<file path="src/rtl/pipe_addsub_flags.sv">
// Pipelined two's-complement adder/subtractor: one CHUNK-bit slice per stage,
// carry registered between stages, flags (cf/sf/of/zf) registered with the sum.
module pipe_addsub_flags #(
  parameter int WIDTH = 32,
  parameter int CHUNK = 8
) (
  input  logic             clk,
  input  logic             rst_n,
  input  logic             in_valid,
  output logic             in_ready,
  input  logic [WIDTH-1:0] a,
  input  logic [WIDTH-1:0] b,
  input  logic             sub,
  input  logic             c_in,
  output logic             out_valid,
  input  logic             out_ready,
  output logic [WIDTH-1:0] sum,
  output logic             cf,
  output logic             sf,
  output logic             of,
  output logic             zf
);

  localparam int STAGES = WIDTH / CHUNK;

  if (CHUNK < 1 || (WIDTH % CHUNK) != 0) begin : g_bad_params
    $error("pipe_addsub_flags: WIDTH (%0d) must be a positive multiple of CHUNK (%0d)", WIDTH, CHUNK);
  end

  // Handshake: a beat enters when in_valid && in_ready, a result leaves when
  // out_valid && out_ready. One global advance moves every stage together, so
  // a stalled output freezes the whole pipe and in_ready drops in that cycle.
  logic             advance;
  logic [WIDTH-1:0] b_eff;
  logic             cin_eff;

  assign advance  = !out_valid || out_ready;
  assign in_ready = advance;
  assign b_eff    = sub ? ~b : b;
  assign cin_eff  = sub ? 1'b1 : c_in;

  for (genvar k = 0; k < STAGES; k++) begin : g_stage
    // Stage k consumes the low slice of what is left of the operands and
    // forwards only the still-unsummed upper slices.
    localparam int IN_W  = WIDTH - k * CHUNK;
    localparam int REM_W = IN_W - CHUNK;
    localparam int SUM_W = (k + 1) * CHUNK;

    logic [IN_W-1:0]  a_src;
    logic [IN_W-1:0]  b_src;
    logic             c_src;
    logic             v_src;
    logic [CHUNK:0]   slice;
    logic [SUM_W-1:0] s_next;

    logic             v_r;
    logic             c_r;
    logic [SUM_W-1:0] s_r;

    assign slice = {1'b0, a_src[CHUNK-1:0]} + {1'b0, b_src[CHUNK-1:0]} + {{CHUNK{1'b0}}, c_src};

    if (k == 0) begin : g_src
      assign a_src  = a;
      assign b_src  = b_eff;
      assign c_src  = cin_eff;
      assign v_src  = in_valid && in_ready;
      assign s_next = slice[CHUNK-1:0];
    end else begin : g_src
      assign a_src  = g_stage[k-1].g_fwd.a_r;
      assign b_src  = g_stage[k-1].g_fwd.b_r;
      assign c_src  = g_stage[k-1].c_r;
      assign v_src  = g_stage[k-1].v_r;
      assign s_next = {slice[CHUNK-1:0], g_stage[k-1].s_r};
    end

    // Data only loads under a valid beat so the last stage holds its result
    // across bubbles.
    always_ff @(posedge clk or negedge rst_n) begin
      if (!rst_n) begin
        v_r <= 1'b0;
        c_r <= 1'b0;
        s_r <= '0;
      end else if (advance) begin
        v_r <= v_src;
        if (v_src) begin
          c_r <= slice[CHUNK];
          s_r <= s_next;
        end
      end
    end

    if (REM_W > 0) begin : g_fwd
      logic [REM_W-1:0] a_r;
      logic [REM_W-1:0] b_r;

      always_ff @(posedge clk or negedge rst_n) begin
        if (!rst_n) begin
          a_r <= '0;
          b_r <= '0;
        end else if (advance && v_src) begin
          a_r <= a_src[IN_W-1:CHUNK];
          b_r <= b_src[IN_W-1:CHUNK];
        end
      end
    end else begin : g_last
      // Top slice of a_src/b_src carries the operand sign bits.
      logic of_r;
      logic zf_r;

      always_ff @(posedge clk or negedge rst_n) begin
        if (!rst_n) begin
          of_r <= 1'b0;
          zf_r <= 1'b0;
        end else if (advance && v_src) begin
          of_r <= (a_src[CHUNK-1] == b_src[CHUNK-1]) && (slice[CHUNK-1] != a_src[CHUNK-1]);
          zf_r <= (s_next == '0);
        end
      end
    end
  end

  assign out_valid = g_stage[STAGES-1].v_r;
  assign sum       = g_stage[STAGES-1].s_r;
  assign cf        = g_stage[STAGES-1].c_r;
  assign sf        = g_stage[STAGES-1].s_r[WIDTH-1];
  assign of        = g_stage[STAGES-1].g_last.of_r;
  assign zf        = g_stage[STAGES-1].g_last.zf_r;

endmodule

</file>
<file path="config.mk">
export PLATFORM = sky130hd
export DESIGN_NAME = pipe_addsub_flags
export DESIGN_NICKNAME = d
export VERILOG_FILES = /design/src/rtl/pipe_addsub_flags.sv
export SDC_FILE = /design/constraint.sdc
export NUM_CORES = 1
export LEC_CHECK = 0
export BUFFER_PORTS_ARGS = -buffer_cell sky130_fd_sc_hd__buf_4
export CELL_PAD_IN_SITES_DETAIL_PLACEMENT = 1
export CELL_PAD_IN_SITES_GLOBAL_PLACEMENT = 1
export CORE_MARGIN = 2
export CORE_UTILIZATION = 42
export DETAILED_ROUTE_END_ITERATION = 10
export HOLD_SLACK_MARGIN = 0.12
export PLACE_DENSITY = 0.75
export REMOVE_ABC_BUFFERS = 1
export SYNTH_ARGS = -nofsm -noshare
export SYNTH_HDL_FRONTEND = slang
export SYNTH_SLANG_ARGS = --single-unit
export TNS_END_PERCENT = 50
</file>
<file path="constraint.sdc">
create_clock -name clk -period 2.2 [get_ports clk]
set_input_delay 0.11 -clock clk [delete_from_list [all_inputs] [get_ports clk]]
set_output_delay 0.11 -clock clk [all_outputs]
set_load 0.1 [all_outputs]
</file>
Word level (Yosys, flattened, before mapping). Index checks and enable logic that the tools add are counted.

Bits in registers: 186. Output and inout port bits: 38.

Add/sub/neg operators: 8. Eq/ne operators: 2. Multiplexer cells: 2. Bitwise logic cells: 1. Reductions and logical operators: 13.

Operators with widths (count): $add 8x8->9 (4); $add 9x1->9 (4); $logic_not 32->1 (1); $mux 32 (1); $not 32->32 (1); $reduce_and 2->1 (4); $logic_and 1x1->1 (6); $eq 1x1->1 (1); $logic_not 1->1 (1); $logic_or 1x1->1 (1); $mux 1 (1); $ne 1x1->1 (1).

Longest topological paths before layout. Gate-level depths: netlist of the first run.

Word-level depth: 4. Depth in mapped cells: 11.

Worst setup path before layout of the first run. Ideal clock, no wire load.

Kind: input to register. Start: in sub. End: reg g_stage[0].c_r. Arrival: 2.495 ns. Setup slack: -0.423 ns. Stages: 11. Buffers on the path: 2. Cell sequence: clkbuf_1 -> buf_2 -> or2_2 -> fa_1 -> fa_1 -> a21o_1 -> a21oi_1 -> o21ai_0 -> a21o_1 -> a211oi_1 -> a21oi_1.

Cells in the longest elaborated chain, start to end: 3. Elaborated cells on any way between the ends: 4.

Ends and longest elaborated chain: start, declared (line 13) `input logic sub,`; $mux 32 (line 39) `assign b_eff = sub ? ~b : b;`; $add 8x8->9 (line 60) `assign slice = {1'b0, a_src[CHUNK-1:0]} + {1'b0, b_src[CHUNK-1:0]} + {{CHUNK{1'b0}}, c_src};`; $add 9x1->9 * (line 60); end signal, assigned (line 86) `c_r <= slice[CHUNK];`; end, declared (line 57) `logic c_r;`.

Every way passes the cells marked *; elsewhere a longest branch is shown, timed or not. A chain may end at the register's enable or synchronous reset.

Worst setup path in the final report of the first run.
Start: reg g_stage[2].c_r. End: reg g_stage[3].g_last.zf_r, in the netlist zf.

Cells in the longest elaborated chain, start to end: 2.

Ends and longest elaborated chain: start, declared (line 57); start signal, assigned (line 86); $add 9x1->9 (line 60); $logic_not 32->1 (line 116) `zf_r <= (s_next == '0);`; end signal, assigned (line 116); end, declared (line 108) `logic zf_r;`.

Every way passes these cells.

==> flow_metrics.tcl, run 1 <==
set metrics [dict create \
    status "finished with violations" \
    violations "negative setup slack" \
    synth.area.top_cells "dfrtp_1 55%, mux2_2 17%, ha_1 4.2%" \
    synth-edff-count 0 \
    finalNetCount 953 \
    die_h_um 145 \
    drtPass1Iterations 4 \
    r2r_cells 8 \
    num_rows 51 \
    rrSetupSlack_ps -40 \
    fill_cells 2014 \
    yosysMostFrequentCell "dfrtp_1" \
    fin_worst_skew_ps 7.81 \
    hold_class "input port to flip-flop" \
    startpoint "g_stage[2].c_r" \
    wl_per_cell_um 17.6 \
    cts_buffers 17 \
    timing.final.max_slew_violations 0 \
    rsz0062_at_grt "yes" \
    switching_share 0.427 \
    syn2layout_area_growth_pct 29.9 \
    wirelength_mm 19.8 \
    diodes 0 \
    dieArea_um2 21100 \
    path_max_fanout 2 \
    switching_power_w 0.00776 \
    yosys.area.top_type "dfrtp_1" \
    pwr-share-clk 0.176 \
    synth.distinct_cells 43 \
    clock_sinks 186 \
    gp_congestion 0.782 \
    htree_levels 4 \
    crit_path_end_kind "flip-flop" \
    synth_top_area_share 0.554 \
    placedCellCount 1039 \
    register_area_um2 4650 \
    ys_seq_area_frac 0.554 \
    fin_crit_ps 2240 \
    worstSetupStartpointType "flip-flop" \
    drive_gt1_frac 0.384 \
    cts_tree "done" \
    cap_violations 0 \
    drc 0 \
    grtUsageTotal 0.195 \
    via_per_inst 5.07 \
    clk_pin_slew_ps 60 \
    timing.rr.end "zf" \
    comb_power_share 0.496 \
    worst_slew_pin_slew_ps 681 \
    crit_type "flip-flop to flip-flop" \
    synth_commonest_cells "186 x dfrtp_1, 126 x mux2_2, 66 x nand2_1" \
    reg2reg_from "g_stage[2].c_r" \
    ant_nets 0 \
    drtIter0Drc 246 \
    slew_headroom 0.546 \
    avgSynthCellArea_um2 12.6 \
    hold_viol_final 0 \
    instances_no_fill 1125 \
    cts.path.max_buffers 2 \
    numPortBuffers 107 \
    ys.flop_type "dfrtp_1" \
    antenna_found_initial 0 \
    finalSetupViolations 2 \
    grt_max_degree 85 \
    worst_hold_slack_ps 148 \
    seqPwrFrac 0.329 \
    period_share 1.02 \
    syn_area_um2 8400 \
    grt_pass1_wl_mm 32.9 \
    p_leak_nw 5.00 \
    pin_count 108 \
    async_flop_share 1.00 \
    grt.overflow.total 0 \
    dp_hpwl_mm 13.2 \
    core_area_um2 19500 \
    arrival_ps 2600 \
    worst_slack_ps -41.8 \
    multiInputGateArea_um2 3600 \
    ys_ff_latch 186 \
    clkLatencyLatePin_ps 430 \
    vias 5704 \
    synthCells 666 \
    synth_warnings 0 \
    die-width_um 145 \
    intPower_w 0.0104 \
    peakVddDrop_uv 695 \
    initial_core_util 0.430 \
    p_per_area_nw_per_um2 1670 \
    cts_root_buf "clkbuf_16" \
    max_freq_mhz 446 \
    grt_pass1_vias 6486 \
    cp.required_ps 2560 \
    critical_path.endpoint "zf" \
]
layout make-up:
| class | instances | area share |
|---|---|---|
| multi-input cells | 433 | 0.331 |
| repair buffers | 191 | 0.148 |
| inverters | 18 | 0.00643 |
| clock buffers | 21 | 0.0441 |
| clock inverters | 11 | 0.0131 |
| well taps | 265 | 0.0304 |
| flip-flops and latches | 186 | 0.427 |
worst min path at each step:
stage / from / end / slack [ps] / cells past startpoint
after floorplan: rst_n / cf / -190 / 0
after global placement: rst_n / g_stage[0].g_fwd.b_r[14] / 170 / 1
after detailed placement: rst_n / g_stage[0].g_fwd.b_r[13] / 190 / 1
after CTS: a[0] / g_stage[0].s_r[0] / 140 / 3
after global routing: a[0] / g_stage[0].s_r[0] / 140 / 3
final: a[0] / g_stage[0].s_r[0] / 150 / 3
cell usage in the layout, fill, tap and decap left out, drive strengths merged, types with 2 or more instances in the layout:
master | synthesis | final
nand4 | 3 | 3
a21boi | 2 | 2
nor3 | 10 | 10
o21ai | 52 | 52
mux2 | 126 | 126
nand2 | 67 | 67
o211a | 2 | 2
a21o | 6 | 6
clkbuf | 6 | 21
inv | 18 | 18
nor2b | 5 | 5
nand3 | 4 | 4
nor2 | 16 | 16
o21a | 6 | 6
clkinvlp | 0 | 2
ha | 28 | 28
dlygate4sd3 | 0 | 52
a211oi | 3 | 3
buf | 23 | 139
xnor2 | 35 | 35
fa | 8 | 8
bufinv | 0 | 3
o21bai | 7 | 7
a21oi | 14 | 14
o31ai | 8 | 8
clkinv | 0 | 6
xor2 | 15 | 15
dfrtp | 186 | 186
nor4 | 5 | 5
or3 | 2 | 2
cells by family (layout without fill, tap and decap cells):
| logic type | count (synthesis) | after routing | share of synthesized area |
|---|---|---|---|
| compound gates | 104 | 104 | 0.0757 |
| xor+xnor | 50 | 50 | 0.0522 |
| fa+ha+maj | 36 | 36 | 0.0608 |
| buf+inv | 47 | 241 | 0.0262 |
| flops | 186 | 186 | 0.554 |
| mux | 127 | 127 | 0.170 |
| simple gates | 116 | 116 | 0.0605 |
worst max-delay path: stages (launching register included):
cell,delay (ps)
dfrtp_1,410
fa_2,410
fa_2,370
buf_4,150
xnor2_2,170
nand4_1,130
nor3b_2,220
nand4_1,150
o21ai_2,160
state kept, by name (all words and copies together) (netlist names):
| name | flops |
|---|---|
| g_stage.g_fwd.a_r | 48 |
| g_stage.g_fwd.b_r | 48 |
| g_stage.s_r | 48 |
| sum | 32 |
| g_stage.c_r | 3 |
| g_stage.v_r | 3 |
| cf | 1 |
| of | 1 |
| out_valid | 1 |
| zf | 1 |
power by group through the flow:
stage / combinational (W) / clock (W) / sequential (W)
6_report: 0.00901 / 0.00319 / 0.00598
5_1_grt: 0.00970 / 0.00341 / 0.00619
3_3_place_gp: 0.00822 / 0 / 0.00591
2_1_floorplan: 0.00418 / 0 / 0.00792
4_1_cts: 0.00895 / 0.00327 / 0.00600
3_5_place_dp: 0.00857 / 0 / 0.00603
repair_timing:
action,CTS,global route
endpoints found under the setup margin,8,10
cloned,0,0
endpoints found under the hold margin,120,0
buffers inserted,1,1
resized for setup,13,12
pin swaps,9,10
hold buffers,52,0
layer usage:
layer  vias up  GRT usage  routed length [um]
met5         -          0                   0
li1       2680          -                   -
met1      2877      0.234                8250
met4         0     0.0716                 464
met2       113      0.350               10500
met3        34     0.0354                 535
stage by stage:
| stage | utilization | setup slack, ps | total power (W) | TNS (ps) | instance area (um2) |
|---|---|---|---|---|---|
| 2_1_floorplan | - | -973 | 0.0121 | -132390 | 8250 |
| 3_3_place_gp | 0.495 | -247 | 0.0141 | -587 | 9670 |
| 3_5_place_dp | 0.495 | -355 | 0.0146 | -1400 | 9670 |
| 4_1_cts | 0.557 | -39.1 | 0.0182 | -77.1 | 10900 |
| 5_1_grt | 0.558 | -175 | 0.0193 | -671 | 10900 |
| 6_report | 0.558 | -41.8 | 0.0182 | -69.3 | 10900 |
Power figures use the tool's default switching activity.
==> run 2: changes to the inputs <==
==> constraint.sdc (replaced) <==
create_clock -name clk -period 1.8 [get_ports clk]
set_input_delay 0.09 -clock clk [delete_from_list [all_inputs] [get_ports clk]]
set_output_delay 0.09 -clock clk [all_outputs]
set_load 0.1 [all_outputs]
==> run 2 against run 1 <==
Effect of this change: the flow still finishes with violations (negative setup slack); clock skew increased by 2.3 ps; final area increased by 4.0%; via count increased by 2.0%; worst hold slack got worse by 13 ps; utilization increased by 2.2 points; global-route usage increased by 1.2 points; combinational power increased by 39%; critical endpoint unchanged; largest power group unchanged.
==> flow_metrics.tcl, run 2 (synthesis results as in run 1) <==
set metrics [dict create \
    rrSetupSlack_ps -470 \
    dieArea_um2 21100 \
    worstSetupStartpointType "flip-flop" \
    pwr-share-clk 0.160 \
    pin_count 108 \
    cp.required_ps 2160 \
    cts_root_buf "clkbuf_16" \
    comb_power_share 0.531 \
    violations "negative setup slack" \
    grt.overflow.total 0 \
    ant_nets 0 \
    cap_violations 0 \
    cts_tree "done" \
    clkLatencyLatePin_ps 450 \
    arrival_ps 2640 \
    period_share 1.26 \
    fin_crit_ps 2270 \
    finalNetCount 978 \
    vias 5818 \
    crit_slowest_cell "fa_2" \
    grt_pass1_vias 6641 \
    die_h_um 145 \
    p_per_area_nw_per_um2 2080 \
    status "finished with violations" \
    grt_max_degree 56 \
    dp_hpwl_mm 13.7 \
    fin_worst_skew_ps 10.1 \
    htree_levels 4 \
    initial_core_util 0.430 \
    clk_pin_slew_ps 70 \
    switching_power_w 0.0103 \
    die-width_um 145 \
    critPathBufInv 1 \
    multiInputGateArea_um2 3790 \
    timing.final.max_slew_violations 0 \
    hold_viol_final 0 \
    fin_setup_tns_ps -4660 \
    grt_pass1_wl_mm 34.7 \
    via_per_inst 5.06 \
    slowest_delay_ps 420 \
    slew_headroom 0.590 \
    cts.path.max_buffers 2 \
    clock_sinks 186 \
    drtPass1Iterations 4 \
    gp_congestion 0.797 \
    crit_type "flip-flop to flip-flop" \
    switching_share 0.435 \
    rsz0062_at_grt "yes" \
    register_area_um2 4650 \
    crit_chain "fa_2, fa_2, buf_4, xnor2_2, nand4_1, nor3b_2, nand4_1, o21ai_1" \
    diodes 0 \
    crit_family "adder cells" \
    core_area_um2 19500 \
    cts_buffers 17 \
    fin_util 0.581 \
    numPortBuffers 107 \
    reg_top3 "g_stage.g_fwd.a_r (48), g_stage.g_fwd.b_r (48), g_stage.s_r (48)" \
    final_cell_mix "186 x dfrtp_1, 147 x buf_4, 126 x mux2_2, 63 x nand2_1, 53 x dlygate4sd3_1" \
    worst_slew_pin_slew_ps 610 \
    grtUsageTotal 0.206 \
    crit_path_end_kind "flip-flop" \
    drtIter0Drc 260 \
    final_common_cell "dfrtp_1" \
    drive_gt1_frac 0.432 \
    intPower_w 0.0134 \
    drc 0 \
    p_leak_nw 5.17 \
    finalSetupViolations 19 \
    seqPwrFrac 0.309 \
    syn2layout_area_growth_pct 35.0 \
    wl_per_cell_um 18.3 \
    p_total_w 0.0236 \
    path_max_fanout 2 \
    hold_class "input port to flip-flop" \
    num_rows 51 \
    antenna_found_initial 0 \
    fill_cells 2001 \
    max_freq_mhz 440 \
    wirelength_mm 21.0 \
    worst_slack_ps -470 \
    peakVddDrop_uv 949 \
]
==> run 2: cell types whose count changed in the layout (fill, tap and decap cells not counted), moves of 5 or more <==
cell,previous run,this run
o21ai_0,42,35
inv_1,14,9
inv_2,3,8
buf_4,134,147
buf_12,4,10
buf_6,1,6
==> run 2: through the flow <==
stage               hold slack, ps  cell area (um2)  instances  setup WS (ps)
floorplan                     -206             8250        637          -1370
global placement              93.5             9830       1051           -635
detailed placement             115             9830       1051           -671
CTS                            127            11200       1143           -397
global route                   137            11300       1150           -562
finish                         136            11300       1150           -470
==> run 2: final cells by class <==
class	instances	share of cell area
clock buffers	17	0.0375
clock inverters	15	0.0147
inverters	18	0.00618
repair buffers	216	0.168
multi-input cells	433	0.334
flip-flops and latches	186	0.411
well taps	265	0.0292
==> run 2: worst paths after layout <==
path / start / endpoint / cells past startpoint
max in group asynchronous: rst_n / g_stage[1].g_fwd.b_r[0] / 3
hold / removal: in_valid / g_stage[0].v_r / 4
min in group asynchronous: rst_n / sum[21] / 2
setup reg to reg: g_stage[2].g_fwd.b_r[0] / zf / 8
hold reg to reg: g_stage[0].s_r[5] / g_stage[0].s_r[5] / 2
setup / recovery: g_stage[2].g_fwd.b_r[0] / zf / 8
==> run 2: power by group through the flow <==
| stage | clock network (W) | registers, W | logic (W) |
|---|---|---|---|
| after floorplan | 0 | 0.00969 | 0.00511 |
| after global placement | 0 | 0.00721 | 0.0104 |
| after detailed placement | 0 | 0.00735 | 0.0108 |
| after CTS | 0.00387 | 0.00733 | 0.0120 |
| after global routing | 0.00403 | 0.00755 | 0.0134 |
| final | 0.00379 | 0.00731 | 0.0125 |
==> run 2: routing by layer <==
metal / part of all wire / vias to the layer above / track usage
met1: 0.41 / 2965 / 0.245
met4: 0.021 / 0 / 0.0706
met3: 0.026 / 31 / 0.0351
met5: 0 / - / 0
met2: 0.54 / 103 / 0.378
li1: - / 2719 / -
==> run 2: repair_timing <==
| item | in CTS | in global routing |
|---|---|---|
| setup endpoints to repair | 22 | 24 |
| endpoints found under the hold margin | 224 | 0 |
| pin swaps | 35 | 25 |
| setup buffers | 7 | 8 |
| gates resized for setup | 53 | 22 |
| hold buffers | 53 | 0 |
==> run 2: worst reg2reg max path, delay by kind of cell (launching register included) <==
kind                       cells  cell delay, ps
DFF                            1             410
AOI/OAI and AO/OA              1             150
adders and majority gates      2             800
buffers and inverters          1             160
xor gates and xnor gates       1             180
and+or+nand+nor                3             500
